[src/rtl/nap_countdown_timer.sv]
// nap_countdown_timer: two-digit BCD minute countdown (MM:SS down to 00:00).
// Loads minutes from the keypad entry register, runs with a Ce-gated
// prescaler, pulses done on expiry and drives four BCD display digits.
// Optional feature macro: NAP_ALARM_LATCH_EN (latched alarm held in EXPIRE
// until Start or Load). Without it alarm is constant 0 and EXPIRE lasts
// one cycle.

// One BCD digit of the down-counter: decrements on borrow-in, wraps 0->MAX
// and passes the borrow on to the next more significant digit.
module nap_bcd_digit #(
    parameter logic [3:0] MAX = 4'd9
) (
    input  logic [3:0] d,
    input  logic       bin,
    output logic [3:0] q,
    output logic       bout
);
    // Next value and borrow-out for this digit
    always_comb begin
        bout = bin && (d == 4'd0);
        q    = d;
        if (bin) q = (d == 4'd0) ? MAX : d - 4'd1;
    end
endmodule

module nap_countdown_timer #(
    parameter int CLK_DIV = 50000000
) (
    input  logic       CLK,
    input  logic       RST,
    input  logic       Ce,
    input  logic [3:0] ten_in,
    input  logic [3:0] one_in,
    input  logic       Load,
    input  logic       Start,
    output logic [3:0] min_ten,
    output logic [3:0] min_one,
    output logic [3:0] sec_ten,
    output logic [3:0] sec_one,
    output logic       busy,
    output logic       done,
    output logic       alarm
);
    localparam int NUM_DIGITS = 4;
    localparam int PW = (CLK_DIV > 1) ? $clog2(CLK_DIV) : 1;
    localparam logic [PW-1:0] PRE_TC = PW'(CLK_DIV - 1);
    // Wrap value per digit, index 0 = sec_one ... 3 = min_ten
    localparam logic [NUM_DIGITS-1:0][3:0] DIG_MAX = {4'd9, 4'd9, 4'd5, 4'd9};

    typedef enum logic [1:0] {IDLE, RUN, PAUSE, EXPIRE} state_t;

    typedef struct packed {
        logic       load;
        logic       start;
        logic [3:0] ten;
        logic [3:0] one;
    } ctrl_req_t;

    state_t                         state;
    logic [NUM_DIGITS-1:0][3:0]     dig;
    logic [NUM_DIGITS-1:0][3:0]     dig_dec;
    logic [NUM_DIGITS-1:0][3:0]     load_dig;
    logic [NUM_DIGITS:0]            brw;
    logic [PW-1:0]                  pre;
    logic                           pre_wrap;
    logic                           cnt_zero;
    logic                           dec_zero;
    logic                           underflow;
    ctrl_req_t                      req;
`ifdef NAP_ALARM_LATCH_EN
    logic                           alarm_q;
`endif

    assign req = '{load: Load, start: Start, ten: ten_in, one: one_in};

    function automatic logic [3:0] clamp9(input logic [3:0] d);
        return (d > 4'd9) ? 4'd9 : d;
    endfunction

    // Ripple-borrow decrement chain across the four digits
    assign brw[0] = 1'b1;
    genvar g;
    generate
        for (g = 0; g < NUM_DIGITS; g++) begin : g_dig
            nap_bcd_digit #(.MAX(DIG_MAX[g])) u_dig (
                .d    (dig[g]),
                .bin  (brw[g]),
                .q    (dig_dec[g]),
                .bout (brw[g+1])
            );
        end
    endgenerate

    // A borrow out of min_ten means the count is already 00:00
    assign underflow = brw[NUM_DIGITS];
    assign load_dig  = {clamp9(req.ten), clamp9(req.one), 4'd0, 4'd0};
    assign pre_wrap  = (pre == PRE_TC);
    assign cnt_zero  = (dig == '0);
    assign dec_zero  = (dig_dec == '0);

    assign sec_one = dig[0];
    assign sec_ten = dig[1];
    assign min_one = dig[2];
    assign min_ten = dig[3];
`ifdef NAP_ALARM_LATCH_EN
    assign alarm = alarm_q;
`else
    assign alarm = 1'b0;
`endif

    // Control FSM with prescaler, digit register and registered status flags
    always_ff @(posedge CLK) begin
        if (!RST) begin
            state <= IDLE;
            dig   <= '0;
            pre   <= '0;
            busy  <= 1'b0;
            done  <= 1'b0;
`ifdef NAP_ALARM_LATCH_EN
            alarm_q <= 1'b0;
`endif
        end else begin
            done <= 1'b0;
            case (state)
                RUN: begin
                    // Start pauses without advancing the prescaler this cycle
                    if (req.start) begin
                        state <= PAUSE;
                    end else if (Ce) begin
                        if (pre_wrap) begin
                            pre <= '0;
                            if (!underflow) begin
                                dig <= dig_dec;
                                if (dec_zero) begin
                                    state <= EXPIRE;
                                    busy  <= 1'b0;
                                    done  <= 1'b1;
`ifdef NAP_ALARM_LATCH_EN
                                    alarm_q <= 1'b1;
`endif
                                end
                            end
                        end else begin
                            pre <= pre + 1'b1;
                        end
                    end
                end
                PAUSE: begin
                    if (req.load) begin
                        dig   <= load_dig;
                        pre   <= '0;
                        state <= IDLE;
                        busy  <= 1'b0;
                    end else if (req.start) begin
                        state <= RUN;
                    end
                end
`ifdef NAP_ALARM_LATCH_EN
                EXPIRE: begin
                    // Alarm stays latched until the user acknowledges it
                    if (req.load) begin
                        dig     <= load_dig;
                        pre     <= '0;
                        alarm_q <= 1'b0;
                        state   <= IDLE;
                    end else if (req.start) begin
                        alarm_q <= 1'b0;
                        state   <= IDLE;
                    end
                end
`endif
                default: begin
                    // IDLE; also the single EXPIRE cycle when no alarm latch
                    state <= IDLE;
                    if (req.load) begin
                        dig <= load_dig;
                        pre <= '0;
                    end else if (req.start && !cnt_zero) begin
                        state <= RUN;
                        busy  <= 1'b1;
                        pre   <= '0;
                    end
                end
            endcase
        end
    end
endmodule

[config.mk]
export PLATFORM = sky130hd
export DESIGN_NAME = nap_countdown_timer
export DESIGN_NICKNAME = d
export VERILOG_FILES = /design/src/rtl/nap_countdown_timer.sv
export SDC_FILE = /design/constraint.sdc
export NUM_CORES = 1
export LEC_CHECK = 0
export ABC_AREA = 1
export CAP_MARGIN = 20
export CORE_ASPECT_RATIO = 0.8
export CORE_UTILIZATION = 55
export CTS_BUF_LIST = sky130_fd_sc_hd__clkbuf_2 sky130_fd_sc_hd__clkbuf_4 sky130_fd_sc_hd__clkbuf_8
export CTS_CLUSTER_SIZE = 25
export DETAILED_ROUTE_END_ITERATION = 6
export GPL_TIMING_DRIVEN = 0
export MAX_ROUTING_LAYER = met4
export PLACE_DENSITY = 0.78
export SYNTH_ARGS = -nofsm -noshare
export SYNTH_HDL_FRONTEND = slang
export SYNTH_HIERARCHICAL = 1
export SYNTH_SLANG_ARGS = --single-unit
[constraint.sdc]
create_clock -name CLK -period 4.1 [get_ports CLK]
set_input_delay 0.82 -clock CLK [delete_from_list [all_inputs] [get_ports CLK]]
set_output_delay 0.82 -clock CLK [all_outputs]
set_load 0.03 [all_outputs]
# [Word level (Yosys, flattened, before mapping)]
# Index checks and enable logic that the tools add are counted.
[op_classes] n_addsub=5 magnitude_cmp=2 eq_ne=15 muxes=42 n_bitwise=4 n_reduce_logical=18
[ops] cell="two-way mux 26 bit" count=6
[ops] cell="two-way mux 16 bit" count=6
[ops] cell="case mux 26 bit (2 select lines)" count=1
[ops] cell="two-way mux 4 bit" count=9
[ops] cell="logical NOT 16 bit" count=2
[ops] cell="adder 26 x 1 -> 26 bit (second input constant)" count=1
[ops] cell="equality test 26 bit (second input constant)" count=1
[ops] cell="logical NOT 4 bit" count=4
[ops] cell="subtractor 4 x 1 -> 4 bit (second input constant)" count=4
[ops] cell="inequality test 3 bit (second input constant)" count=5
[ops] cell="two-way mux 2 bit" count=7
[ops] cell="inequality test 2 bit (second input constant)" count=6
[ops] cell="two-way mux 1 bit" count=11
[ops] cell="AND reduction 5 bit" count=2
[ops] cell="greater-than comparator 4 bit (second input constant)" count=2
[ops] cell="AND reduction 8 bit" count=1
[ops] cell="OR reduction 6 bit" count=1
[ops] cell="logical AND 1 bit" count=4
[ops] cell="inverter 1 bit" count=4
[ops] cell="case mux 2 bit (2 select lines)" count=1
[ops] cell="AND reduction 4 bit" count=1
[ops] cell="inequality test 3 x 1 -> 1 bit (second input constant)" count=1
[ops] cell="nonzero test 3 bit" count=1
[ops] cell="equality test 2 x 1 -> 1 bit (second input constant)" count=1
[ops] cell="other kinds (4)" count=4
[totals] ff_bits=46 input_bits=13 out_inout_bits=19 word_cells=94

# [Depth between registers and ports, before layout]
[logic_depth] ltp_word=11 ltp_mapped=20 depth_no_buf=20

# [Hierarchy]
# The synthesis kept the hierarchy.
[modules_own_cells] module="nap_countdown_timer" instances=1 cells_per_inst=466 area_each_um2=2846.5 seq_area_each_um2=920.9
[modules_own_cells] module="nap_bcd_digit (g_dig[0].u_dig ...)" instances=3 cells_per_inst=17 area_each_um2=87.6 seq_area_each_um2=0.0
[modules_own_cells] module="nap_bcd_digit (g_dig[1].u_dig)" instances=1 cells_per_inst=16 area_each_um2=78.8 seq_area_each_um2=0.0

# [Worst setup path before layout]
# OpenSTA, ideal clock, no wires.
[synth_path] path_type="register -> register" start="register dig (netlist bit sec_one[2])" end="register busy" setup_time_ns=0.113 arrival_ns=2.389 required_time_ns=3.987 path_slack_ns=1.598 stages_incl_launch_ff=21 path_buffers=0 synth_period_minus_slack_ns=2.502 cell_sequence="dfxtp_1 -> nor2_1 -> inv_2 -> nor2_4 -> nand3_2 -> nor2_2 -> nand3_2 -> nor2_4 -> nand3_2 -> nor2_4 -> a21oi_1 -> inv_1 -> nand2_1 -> nor2_1 -> nand3_1 -> nand2_1 -> nand3_1 -> nor2_1 -> nand2_1 -> nand2_1 -> nor2_1"
[synth_via] word_cells_on_any_way=17 classes_between="add/sub: 1; eq/ne: 2; mux: 4; reduce/logical: 10"
[synth_lines] item="start, declared" line="60" text="logic [NUM_DIGITS-1:0][3:0] dig;"
[synth_lines] item="start signal, assigned" line="133" text="dig <= dig_dec;"
[synth_lines] item="start signal, assigned" line="150" text="dig <= load_dig;"
[synth_lines] item="start signal, assigned" line="176" text="dig <= load_dig;"
[synth_lines] item="logical NOT 4 bit" line="20" text="bout = bin && (d == 4'd0);"
[synth_lines] item="named net brw[1]" line="63" text="logic [NUM_DIGITS:0] brw;"
[synth_lines] item="logical AND 1 bit" line="20"
[synth_lines] item="named net brw[2]" line="63"
[synth_lines] item="logical AND 1 bit" line="20"
[synth_lines] item="named net brw[3]" line="63"
[synth_lines] item="logical AND 1 bit" line="20"
[synth_lines] item="named net brw[4]" line="63"
[synth_lines] item="inequality test 2 bit (no line)"
[synth_lines] item="AND reduction 8 bit (no line)"
[synth_lines] item="end signal, assigned" line="117" text="busy <= 1'b0;"
[synth_lines] item="end signal, assigned" line="136" text="busy <= 1'b0;"
[synth_lines] item="end signal, assigned" line="153" text="busy <= 1'b0;"
[synth_lines] item="end, declared" line="40" text="output logic busy,"
# The timed path passes the listed nets, and every way through them passes these cells.
# A chain may end at the register's enable or synchronous reset.

# [Worst setup path in the final report]
[layout_path] start="register dig (netlist bit sec_one[2])" end="register state[0]"
[layout_via] word_cells_on_any_way=19 classes_between="add/sub: 1; eq/ne: 2; mux: 7; reduce/logical: 9"
[layout_lines] item="logical NOT 4 bit" line="20"
[layout_lines] item="named net brw[1]" line="63"
[layout_lines] item="logical AND 1 bit" line="20"
[layout_lines] item="named net brw[2]" line="63"
[layout_lines] item="logical AND 1 bit" line="20"
[layout_lines] item="named net brw[3]" line="63"
[layout_lines] item="logical AND 1 bit" line="20"
[layout_lines] item="named net brw[4]" line="63"
[layout_lines] item="inequality test 3 bit (no line)"
[layout_lines] item="AND reduction 5 bit (no line)"
[layout_lines] item="end signal, assigned" line="114" text="state <= IDLE;"
[layout_lines] item="end signal, assigned" line="128" text="state <= PAUSE;"
[layout_lines] item="end signal, assigned" line="135" text="state <= EXPIRE;"
[layout_lines] item="end, declared" line="59" text="state_t state;"
# The timed path passes the listed nets, and every way through them passes these cells.

==> results by group <==
Synthesis
  – Unique masters post-synth: 33
  – Synthesized area divided by synthesized cell count: about 6 µm²
  – Count of flip-flops with a built-in enable after synthesis: 0
  – Post-synthesis cell count: between 500 and 600
  – Most frequent cells after synthesis: nand2_1 (149), nor2_1 (87), inv_1 (58)
  – Portion of synthesized cell area occupied by the leading cell type: 28.9%
  – Flops & latches, synth: 46
  – Cell with the most instances after synthesis: nand2_1
  – Sequential share of the synthesized area: between 20% and 30%
  – Biggest area consumer among synthesized cells: dfxtp_1
  – Share of the synthesized netlist area taken by xor and xnor gates: ~3%
  – Top cells by area in the synthesized netlist: dfxtp_1 (29%), nand2_1 (18%), nor2_1 (10%)
  – Commonest register cell after synthesis: dfxtp_1
  – Simple logic cell fraction of the synthesized area: between 40% and 50%
  – Multiplexer fraction of the synthesized cell area: 0%
  – Compound-cell area share of the yosys netlist: 11.3%
  – Combinational family with the most area after synthesis: simple AND/OR/NAND/NOR gates
  – Adder and majority gate portion of the synthesized area: 1.18%
  – Synth warn: 6
  – Proportion of synthesized flip-flops having asynchronous set or reset: 0%
  – Summed instance area of the synthesized netlist: 3190 µm²

Clock tree
  – Clock latency at the later pin of the worst-skew pair: 0.31 ns
  – Clock tree from TritonCTS: done
  – Max Buffers Root-to-Sink: 2
  – Number of buffers inserted to repair setup after CTS: 0
  – Hold-fix buffers at CTS: 0
  – Number of sinks on the clock net: 46
  – Number of H-tree levels: 2
  – Number of buffers inserted during clock tree synthesis: 5
  – Buffer cell driving the clock tree root: clkbuf_8
  – Number of resized instances in the post-cts repair step: 0
  – Clock transition at the registers of the reported paths: 0.09 ns

Worst setup path
  – Register-to-Register Setup Slack: around 1.2 ns
  – Category of the critical setup timing path: reg2reg
  – FF-to-FF Start: sec_one[2]
  – Data required time of the critical path: between 4 and 5 ns
  – Kind of end point of the critical path: flop
  – Critical path launch point type: flop
  – Arr. time, crit path: about 3.1 ns
  – Reg2reg end: state[0]
  – Depth of the worst register-to-register path: 19
  – Crit path max fanout: 7

Power and ir drop
  – Sequential share of power: between 30% and 40%
  – Static leakage: roughly 1.5 nW
  – Peak supply drop: approximately 0.00025 V
  – Power Dens Cells: around 340 nW/µm²
  – Clk network pwr share: between 20% and 30%
  – Sw Pwr: approximately 0.48 mW
  – Logic pwr share: about a third
  – Switching power as a share of total power: roughly two fifths
  – Sum of internal, switching and leakage power: ~1.3 mW
  – Power Internal: a little under 0.8 mW

Timing
  – Sum of negative setup slack: 0 ns
  – Part of the cycle the worst path needs: a little over two thirds
  – RSZ-0062 raised after global routing: no
  – FMAX: between 300 and 400 MHz
  – Final setup violation count: 0
  – Final clock skew: between 0.01 and 0.015 ns
  – Hold Vio Cnt, Final: 0
  – Pins over their slew limit: 0
  – Fin Hold WS: between 0.4 and 0.5 ns
  – Transition time of the tightest slew-check pin: approximately 0.52 ns
  – Max-slew headroom at the worst pin: about two thirds
  – Final worst path period need: approximately 2.9 ns

Floorplanning
  – Number of ports placed on the die boundary: 32
  – Row cnt: 24
  – Core outline area: 5530 µm²
  – Initial standard-cell utilization of the core: ~58%
  – Horizontal die dimension: a little under 90 µm
  – Vertical die dimension: roughly 70 µm
  – Area of the die: about 6100 µm²

Worst hold path
  – Hold Crit Endpoint: busy
  – Startpoint of the worst hold path: busy
  – Worst hold path type: reg2reg
  – Cell depth of the worst hold path: 2

Final layout
  – Fraction of layout cells with a size suffix above 1: around 9%
  – Final-stage net count: slightly below 600
  – Antenna cell count: 0
  – Utilization after layout: 67.0%
  – Cell area after layout: roughly 3700 µm²
  – Area added between synthesis and finish: 16.1%

Routing
  – Number of design-rule violations left by the first detailed-router iteration: approximately 300
  – DRT Pass-1 Iters: 6
  – Total wire length after detailed routing: 8610 µm
  – Number of vias after detailed routing: roughly 3400
  – Antenna-violating nets left: 0
  – Routed len/inst: roughly 13 µm
  – Number of vias per cell after detailed routing: 5.25
  – Drc violations: 0

Outcome
  – Run status: complete, no violations

Placement
  – Area of placed instances: about 3600 µm²
  – Count of input and output buffers: 30
  – Estimated wirelength of the detail-placed design: between 6000 and 7000 µm
  – Final RePlAce weighted congestion: 0.947

Global routing
  – Wire length of the first global-routing pass: roughly 14000 µm
  – Vias in the first global route: about 3000
  – Antenna violations before repair: 0
  – Aggregate global-route resource usage: roughly 31%
  – Grt ovf: 0
  – Pin count of the biggest net entering global routing: 15

Flow run
  – Max-capacitance violation count: 0
registers in the layout, summed over array words and instances, names as in the netlist:
name / cells
busy: 1
done: 1
min_one: 4
min_ten: 4
pre: 26
sec_one: 4
sec_ten: 4
state: 2
area by class of cell:
type / count / area [µm²]
buffer: 17 / 101
clock buffer: 7 / 96.3
clock inverter: 1 / 8.76
fill: 553 / 1820
inverter: 68 / 255
multi-input combinational: 405 / 1920
sequential: 46 / 921
tap: 78 / 97.6
timing repair buffer: 30 / 300
routing by layer:
metal  share of wire, %  up-vias  global-route usage [%]
met3                8.3       11                    5.67
met2                 43      150                    44.9
li1                   -     1750                       -
met4               0.95        0                    6.92
met5                  0        -                       -
met1                 48     1513                    43.8
per-stage QoR:
stage / std cells / worst slack [ns]
2_1_floorplan: 536 / 1.60
3_3_place_gp: 644 / 1.40
3_5_place_dp: 644 / 1.32
4_1_cts: 652 / 1.26
5_1_grt: 652 / 0.947
6_report: 652 / 1.20
power by group through the flow:
stage | Sequential (mW) | Combinational, mW | Clock [mW]
after floorplan | 0.527 | 0.276 | 0
after global placement | 0.506 | 0.414 | 0
after detailed placement | 0.508 | 0.421 | 0
after CTS | 0.497 | 0.424 | 0.329
after global routing | 0.502 | 0.473 | 0.345
final | 0.498 | 0.431 | 0.322
critical path: stages (launching register included):
cell and delay, ns:
dfxtp_1 0.38, nor2_1 0.19, inv_2 0.07, nor2_4 0.21, nand3_2 0.14, nor2_2 0.20, nand3_2 0.14, nor2_4 0.20
nand3_2 0.15, nor2_4 0.17, a21oi_1 0.06, inv_1 0.07, nand2_1 0.06, nor2_1 0.10, nand3_1 0.11, nand2_1 0.10
nand3_1 0.14, nand2_1 0.11, nand2_1 0.06, a21oi_1 0.15
worst max path at each step:
| stage | start | end |
|---|---|---|
| final | sec_one[2] | state[0] |
| after floorplan | sec_one[2] | busy |
| after global placement | Load | pre[15] |
| after CTS | sec_one[2] | state[0] |
| after detailed placement | sec_one[2] | state[1] |
| after global routing | sec_one[2] | state[0] |
cell usage in the layout, fill, tap and decap left out, types with 3 or more instances in the layout:
| cell | instances |
|---|---|
| buf_2 | 6 |
| nand4_1 | 13 |
| clkbuf_8 | 7 |
| clkbuf_1 | 5 |
| dfxtp_1 | 46 |
| nand3_2 | 4 |
| ha_1 | 3 |
| nand2_2 | 4 |
| a21oi_1 | 29 |
| buf_4 | 4 |
| inv_1 | 58 |
| nor2_2 | 3 |
| nand3_1 | 34 |
| nor3_1 | 8 |
| nor2_4 | 4 |
| and2_1 | 8 |
| o21ai_0 | 20 |
| nor2_1 | 87 |
| xor2_1 | 10 |
| nand2_1 | 149 |
| clkdlybuf4s50_1 | 30 |
| conb_1 | 5 |
| inv_2 | 10 |
| o21ai_1 | 9 |
cell families (layout without fill, tap and decap cells):
family / Yosys count / in the layout
simple gates: 319 / 319
buf+inv: 85 / 123
compound gates: 67 / 67
flops: 46 / 46
xor+xnor: 11 / 11
fa+ha+maj: 3 / 3
other cells: 2 / 5
Power figures use the tool's default switching activity.
